### src/rtl/sp_pkg.sv
// Shared types and size helpers for the frame sequencer and its watchdog.
package sp_pkg;

  typedef enum logic [1:0] {
    ST_IDLE  = 2'd0,
    ST_LOAD  = 2'd1,
    ST_PAD   = 2'd2,
    ST_DRAIN = 2'd3
  } state_e;

  function automatic int n_in(int r_i, int c_i);
    return r_i * c_i;
  endfunction

  function automatic int n_out(int r_i, int c_i, int r_k, int c_k);
    return (r_i - r_k + 1) * (c_i - c_k + 1);
  endfunction

  // Width for a counter holding 0..n-1, never narrower than one bit.
  function automatic int cnt_w(int n);
    return (n < 2) ? 1 : $clog2(n);
  endfunction

endpackage

### src/rtl/watchdog_counter.sv
// Idle-cycle counter: expires after LIMIT consecutive un-held, enabled cycles.
module watchdog_counter
  import sp_pkg::*;
#(
  parameter int LIMIT = 1000000
) (
  input  logic clk,
  input  logic rstn,
  input  logic clear,
  input  logic hold,
  input  logic enable,
  output logic expire
);

  localparam int W = cnt_w(LIMIT);

  logic [W-1:0] cnt_q, cnt_d;

  always_comb begin
    cnt_d = cnt_q;
    if (clear || !enable) cnt_d = '0;
    else if (!hold)       cnt_d = cnt_q + 1'b1;
  end

  // Expiry is suppressed by clear so a same-cycle handshake always wins.
  assign expire = enable && !clear && !hold && (cnt_q == W'(LIMIT - 1));

  always_ff @(posedge clk or negedge rstn) begin
    if (!rstn) cnt_q <= '0;
    else       cnt_q <= cnt_d;
  end

endmodule

### src/rtl/axis_frame_sequencer.sv
// Admits one image into the filter engine, then forwards its filtered output to TX;
// a stalled host gets its frame zero-padded and the result discarded.
module axis_frame_sequencer
  import sp_pkg::*;
#(
  parameter int R_I            = 7,
  parameter int C_I            = 7,
  parameter int W_I            = 8,
  parameter int R_K            = 3,
  parameter int C_K            = 3,
  parameter int TIMEOUT_CLOCKS = 1000000
) (
  input  logic           clk,
  input  logic           rstn,
  input  logic [W_I-1:0] s_rx_data,
  input  logic           s_rx_valid,
  output logic           s_rx_ready,
  output logic [W_I-1:0] m_eng_data,
  output logic           m_eng_valid,
  input  logic           m_eng_ready,
  output logic           m_eng_last,
  input  logic [W_I-1:0] s_eng_data,
  input  logic           s_eng_valid,
  output logic           s_eng_ready,
  input  logic           s_eng_last,
  output logic [W_I-1:0] m_tx_data,
  output logic           m_tx_valid,
  input  logic           m_tx_ready,
  output logic           busy,
  output logic           frame_done,
  output logic           err_timeout,
  output logic           err_len,
  output logic [15:0]    frame_count
);

  localparam int N_IN  = n_in(R_I, C_I);
  localparam int N_OUT = n_out(R_I, C_I, R_K, C_K);
  localparam int IW    = cnt_w(N_IN);
  localparam int OW    = cnt_w(N_OUT);

  state_e        state_q, state_d;
  logic [IW-1:0] in_cnt_q, in_cnt_d;
  logic [OW-1:0] out_cnt_q, out_cnt_d;
  logic          discard_q, discard_d;
  logic [15:0]   frame_count_q, frame_count_d;
  logic          frame_done_q, frame_done_d;
  logic          err_timeout_q, err_timeout_d;
  logic          err_len_q, err_len_d;

  logic in_hs, eng_hs, in_last, out_last, wd_expire;

  assign in_hs    = m_eng_valid && m_eng_ready;
  assign eng_hs   = s_eng_valid && s_eng_ready;
  assign in_last  = (in_cnt_q == IW'(N_IN - 1));
  assign out_last = (out_cnt_q == OW'(N_OUT - 1));

  // Engine backpressure with data pending is not a host stall, hence hold on s_rx_valid.
  watchdog_counter #(.LIMIT(TIMEOUT_CLOCKS)) u_wdog (
    .clk    (clk),
    .rstn   (rstn),
    .clear  (in_hs || (state_q != ST_LOAD)),
    .hold   (s_rx_valid),
    .enable (state_q == ST_LOAD),
    .expire (wd_expire)
  );

  always_ff @(posedge clk or negedge rstn) begin
    if (!rstn) state_q <= ST_IDLE;
    else       state_q <= state_d;
  end

  always_comb begin
    state_d = state_q;
    unique case (state_q)
      ST_IDLE:  if (in_hs) state_d = in_last ? ST_DRAIN : ST_LOAD;
      ST_LOAD: begin
        if (in_hs && in_last)    state_d = ST_DRAIN;
        else if (!in_hs && wd_expire) state_d = ST_PAD;
      end
      ST_PAD:   if (in_hs && in_last)   state_d = ST_DRAIN;
      ST_DRAIN: if (eng_hs && out_last) state_d = ST_IDLE;
      default:  state_d = ST_IDLE;
    endcase
  end

  // All handshake outputs are forced low during reset so neither stream sees a stray beat.
  always_comb begin
    s_rx_ready  = 1'b0;
    m_eng_data  = '0;
    m_eng_valid = 1'b0;
    m_eng_last  = 1'b0;
    s_eng_ready = 1'b0;
    m_tx_data   = s_eng_data;
    m_tx_valid  = 1'b0;
    unique case (state_q)
      ST_IDLE, ST_LOAD: begin
        m_eng_data  = s_rx_data;
        m_eng_valid = s_rx_valid;
        s_rx_ready  = m_eng_ready;
        m_eng_last  = in_last;
      end
      ST_PAD: begin
        m_eng_valid = 1'b1;
        m_eng_last  = in_last;
      end
      ST_DRAIN: begin
        m_tx_valid  = !discard_q && s_eng_valid;
        s_eng_ready = discard_q || m_tx_ready;
      end
      default: ;
    endcase
    if (!rstn) begin
      s_rx_ready  = 1'b0;
      m_eng_valid = 1'b0;
      s_eng_ready = 1'b0;
      m_tx_valid  = 1'b0;
    end
  end

  always_comb begin
    in_cnt_d      = in_cnt_q;
    out_cnt_d     = out_cnt_q;
    discard_d     = discard_q;
    if (in_hs)  in_cnt_d  = in_last  ? '0 : in_cnt_q + 1'b1;
    if (eng_hs) out_cnt_d = out_last ? '0 : out_cnt_q + 1'b1;
    if (state_q == ST_PAD && in_hs && in_last)          discard_d = 1'b1;
    else if (state_q == ST_DRAIN && state_d == ST_IDLE) discard_d = 1'b0;
    frame_done_d  = (state_q == ST_DRAIN) && eng_hs && out_last && !discard_q;
    frame_count_d = frame_count_q + 16'(frame_done_d);
    err_timeout_d = (state_q == ST_LOAD) && (state_d == ST_PAD);
    err_len_d     = eng_hs && (s_eng_last != out_last);
  end

  always_ff @(posedge clk or negedge rstn) begin
    if (!rstn) begin
      in_cnt_q      <= '0;
      out_cnt_q     <= '0;
      discard_q     <= 1'b0;
      frame_count_q <= '0;
      frame_done_q  <= 1'b0;
      err_timeout_q <= 1'b0;
      err_len_q     <= 1'b0;
    end else begin
      in_cnt_q      <= in_cnt_d;
      out_cnt_q     <= out_cnt_d;
      discard_q     <= discard_d;
      frame_count_q <= frame_count_d;
      frame_done_q  <= frame_done_d;
      err_timeout_q <= err_timeout_d;
      err_len_q     <= err_len_d;
    end
  end

  assign busy        = (state_q != ST_IDLE);
  assign frame_done  = frame_done_q;
  assign err_timeout = err_timeout_q;
  assign err_len     = err_len_q;
  assign frame_count = frame_count_q;

endmodule

### config.mk
export PLATFORM = sky130hd
export DESIGN_NAME = axis_frame_sequencer
export DESIGN_NICKNAME = d
export VERILOG_FILES = /design/src/rtl/sp_pkg.sv /design/src/rtl/watchdog_counter.sv /design/src/rtl/axis_frame_sequencer.sv
export SDC_FILE = /design/constraint.sdc
export NUM_CORES = 1
export LEC_CHECK = 0
export CAP_MARGIN = 20
export CORE_UTILIZATION = 45
export DETAILED_ROUTE_END_ITERATION = 7
export GPL_TIMING_DRIVEN = 0
export PLACE_DENSITY = 0.75
export SLEW_MARGIN = 0
export SYNTH_ARGS = -nofsm -noshare
export SYNTH_HDL_FRONTEND = slang
export SYNTH_SLANG_ARGS = --single-unit
### constraint.sdc
create_clock -name clk -period 4.5 [get_ports clk]
set_clock_uncertainty 0.05 [all_clocks]
set_input_delay 0.9 -clock clk [delete_from_list [all_inputs] [get_ports clk]]
set_output_delay 0.9 -clock clk [all_outputs]
set_load 0.05 [all_outputs]
# Word-level counts from Yosys, hierarchy flattened
# Index checks and enable logic that the tools add are counted.
word_totals:
  ramBits: 0
  ff_bits: 53
  latchBits: 0
  n_memories: 0
  mem_bits_ro: 0
classes:
  n_reduce_logical: 31
  eq_ne: 10
  bitwise_logic: 0
  mux: 23
  magnitude_cmp: 0
  n_mul: 0
  n_shift: 0
  addsub: 4
  div_mod_pow: 0
ops:
  columns: ["cell", "count"]
  rows:
  - ["20-bit 2-to-1 mux", 2]
  - ["20-bit by 1-bit adder with 20-bit output, second input constant", 1]
  - ["20-bit equality test, second input constant", 1]
  - ["1-bit logical AND", 17]
  - ["16-bit by 1-bit adder with 16-bit output", 1]
  - ["2-bit 2-to-1 mux", 6]
  - ["1-bit 2-to-1 mux", 10]
  - ["8-bit 2-to-1 mux", 1]
  - ["2-bit one-hot mux with 4 select lines", 1]
  - ["6-bit by 1-bit adder with 6-bit output, second input constant", 1]
  - ["2-bit equality test, second input constant", 3]
  - ["6-bit equality test, second input constant", 1]
  - ["6-bit 2-to-1 mux", 1]
  - ["5-bit by 1-bit adder with 5-bit output, second input constant", 1]
  - ["5-bit equality test, second input constant", 1]
  - ["1-bit logical NOT", 5]
  - ["5-bit 2-to-1 mux", 1]
  - ["2-bit logical NOT", 2]
  - ["2-bit by 1-bit != test with 1-bit output, second input constant", 2]
  - ["2-bit nonzero test", 2]
  - ["1-bit logical OR", 3]
  - ["3-bit OR reduction", 1]
  - ["2-bit by 1-bit equality test with 1-bit output, second input constant", 1]
  - ["1-bit one-hot mux with 2 select lines", 1]
  - ["other kinds (2)", 2]

# Logic depth before layout (Yosys ltp)
depth:
  word_depth: 18
  ltp_mapped: 10
  ltp_nobuf: 10

# Hierarchy
# Synthesis repeated with hierarchy kept, for this count alone.
unflattened:
  cells_unflattened: 282
  area_unflattened_um2: 2770.2
by_module_without_submodules:
  columns: ["module", "n_inst", "area_per_inst_um2", "cells_each", "seq_area_each_um2"]
  rows:
  - ["axis_frame_sequencer", 1, 1719.1, 170, 825.8]
  - ["watchdog_counter", 1, 1051.0, 112, 500.5]

# Worst setup path before layout
# OpenSTA, ideal clock, no wires.
synth_timing:
  path_type: "input -> output"
  from: "input port s_rx_valid"
  to: "output port m_eng_valid"
  path_slack_ps: 1767
  arrival_time_ps: 1783
  required_ps: 3550
  path_stages: 3
  path_cell_list: "clkbuf_1 > nor2b_1 > o21a_1"
synth_between:
  elab_chain_cells: 2
synth_rtl:
  columns: ["item", "line_no", "rtl"]
  rows:
  - ["start, declared", "axis_frame_sequencer.sv:16", "input logic s_rx_valid,"]
  - ["1-bit one-hot mux with 2 select lines", "axis_frame_sequencer.sv:95", "unique case (state_q)"]
  - ["1-bit 2-to-1 mux", "axis_frame_sequencer.sv:112", "if (!rstn) begin"]
  - ["end, declared", "axis_frame_sequencer.sv:19", "output logic m_eng_valid,"]
# Every way passes these cells.

# Final worst setup path
layout_timing:
  from: "input port rstn"
  to: "output port m_tx_valid"
layout_between:
  elab_chain_cells: 1
layout_rtl:
  columns: ["item", "line_no", "rtl"]
  rows:
  - ["start, declared", "axis_frame_sequencer.sv:14", "input logic rstn,"]
  - ["1-bit 2-to-1 mux", "axis_frame_sequencer.sv:112", null]
  - ["end, declared", "axis_frame_sequencer.sv:27", "output logic m_tx_valid,"]
# Every way passes these cells.

==> metrics.cfg <==
[worst_setup_path]
timing.rr.start=out_cnt_q[0]
critPathCaptureType=output pin
crit_arrival_ps=2700
critPathKind=in -> out
start_kind=input port
path_max_fanout=36
worstReg2RegEnd=frame_count[15]
rr_worst_depth=9
r2r_slack_ps=1890
cp.required_ps=3550

[global_route]
busiest_layer=met2
use_met1_pct=23.8
grtUsageMet2_pct=31.8
grt.total_usage_pct=18.9
grt_pass1_vias=2063
grt_max_degree=37
use_met3_pct=3.77
overflow=0
antenna_found_initial=0
grt_pass1_wl_um=9340

[worst_hold_path]
min_to=frame_count[5]
whs_path_depth=1
hp-start=frame_count[5]
hold_class=reg -> reg

[timing]
period_needed_ps=3650
finalWorstSetupSlack_ps=852
maxSlewViolCount=0
relSlewSlack_pct=64.2
grt_setup_unrepaired=no
worst_pin_slew_ps=537
period_share_pct=81.1
fmax_mhz=274
finalSetupViolCount=0
hold_violations=0

[finish]
diodes=0
drive_gt1_share_pct=7.74
nets=366
final_cells=408
area_growth_pct=27.6

[logic_synthesis]
yosys.area.top_type_share_pct=48.8
netlist_top_cells_area=dfrtp_1 49%, xor2_1 4.8%, xnor2_1 4.2%
synth_commonest_cells=53 x dfrtp_1, 26 x nor2_1, 19 x nand2_1
syn-num-nets=304
yosysMostFrequentCell=dfrtp_1
synth_edf_count=0
synth_area_per_cell_um2=9.91
synth-main-ff-cell=dfrtp_1
ys_async_sr_fraction_pct=100
ys_ff_latch=53
yosys_warnings=0
syn_area_mm2=0.00272
ys_seq_area_share_pct=48.8
ys_types=43
synth_top_area_cell=dfrtp_1
synth_cells=274

[clock_network]
clockRootBuffer=clkbuf_8
cts_made_buffers=5
cts_setup_buffers=0
htreeDepth=2
cts-resized-gates=0
clockBufferDepth=2
clock_sinks=53
clkTransAtPathRegs_ps=90
clkLatencyLatePin_ps=300
cts_tree=built
ctsHoldBuffers=0

[power_and_ir_drop]
p_leak_nw=1.50
p_per_area_mw_per_mm2=375
peakVddDrop_v=0.000244
fin_total_pwr_mw=1.30

[routing]
drt_pass1_iterations=4
drt_iter0_drc=73
post_drt_wl_per_cell_um=13.1
drt-total-wl_um=5340
drt.antenna.violating_nets=0
vias_per_cell=5.42
post-route-drc-count=0
vias=2210

[place]
post-place-cells=401
place.gp.congestion=0.817
io_buffers=54
dpl.hpwl_um=3990
place_ws_ps=780

[status]
status=completed

[floorplan]
dieArea_mm2=0.00635
start_util_pct=47.8
chipWidth_um=79.7
boundaryPins=64
placementRows=27
coreArea_mm2=0.00568
die_h_um=79.7

[flow_run]
max_cap_violations=0

## layout make-up
class / instances / area (um2)
sequential: 53 / 1330
clock buffer: 5 / 68.8
fill: 487 / 2210
buffer: 16 / 91.3
timing repair buffer: 55 / 556
multi-input combinational: 199 / 1270
tap: 72 / 90.1
inverter: 6 / 22.5
clock inverter: 2 / 35.0
## critical path, stage by stage
cell	delay, ps
buf_2	430
buf_12	280
nand4_1	140
nor2_1	120
clkdlybuf4s50_1	820
## metrics by stage
step	utilization, %	setup TNS [ps]	instance area, um2	hold WS [ps]
2_1_floorplan	-	0	2720	423
3_3_place_gp	59.0	-10820	3350	405
6_report	61.0	0	3460	449
3_5_place_dp	59.2	0	3360	431
5_1_grt	61.0	0	3460	474
4_1_cts	61.0	0	3460	451
## power breakdown
part | switching (mW) | leakage (nW) | total [mW] | internal, mW
registers | 0.0511 | 0.710 | 0.578 | 0.527
clock network | 0.148 | 0.0540 | 0.310 | 0.162
logic | 0.261 | 0.738 | 0.413 | 0.152
total | 0.460 | 1.50 | 1.30 | 0.841
## placed cells by master, fill, tap and decap left out, drive strengths merged, types with 3 or more instances in the layout
| cell | n |
|---|---|
| and3 | 5 |
| nand2 | 19 |
| dfrtp | 53 |
| o31ai | 4 |
| and4 | 3 |
| a21oi | 8 |
| o21ai | 13 |
| nand4 | 14 |
| nand3 | 15 |
| and2 | 3 |
| nor2b | 13 |
| xor2 | 15 |
| clkdlybuf4s50 | 53 |
| or3 | 5 |
| ha | 7 |
| inv | 6 |
| nand4b | 3 |
| clkbuf | 12 |
| xnor2 | 13 |
| nor2 | 26 |
| or4 | 6 |
| buf | 11 |
## state kept, by name (all words and copies together), names as in the netlist
signal / cells
u_wdog.cnt_q: 20
frame_count: 16
in_cnt_q: 6
out_cnt_q: 5
state_q: 2
discard_q: 1
err_len: 1
err_timeout: 1
frame_done: 1
## routing by layer
metal | routed length [um] | vias up
met4 | 85 | 0
met5 | 0 | -
li1 | - | 1084
met1 | 2490 | 1057
met3 | 219 | 8
met2 | 2540 | 61
## worst max-delay path by stage
stage / cells after the start / end / slack (ps) / from
after floorplan: 3 / m_eng_valid / 1770 / s_rx_valid
after global placement: 4 / m_tx_valid / -980 / rstn
after detailed placement: 5 / m_tx_valid / 780 / rstn
after CTS: 5 / m_tx_valid / 790 / rstn
after global routing: 5 / m_tx_valid / 650 / rstn
final: 5 / m_tx_valid / 850 / rstn
## kinds of logic (layout without fill, tap and decap cells)
family	after synthesis	in the layout	synth area share [%]
AOI/OAI and AO/OA	39	39	9.03
xor gates and xnor gates	28	28	9.03
adders and majority gates	7	7	3.23
buffers and inverters	22	84	4.19
DFF	53	53	48.8
muxes	2	2	0.783
and+or+nand+nor	123	123	24.9
Note: power is estimated with default switching activity, not from simulation.
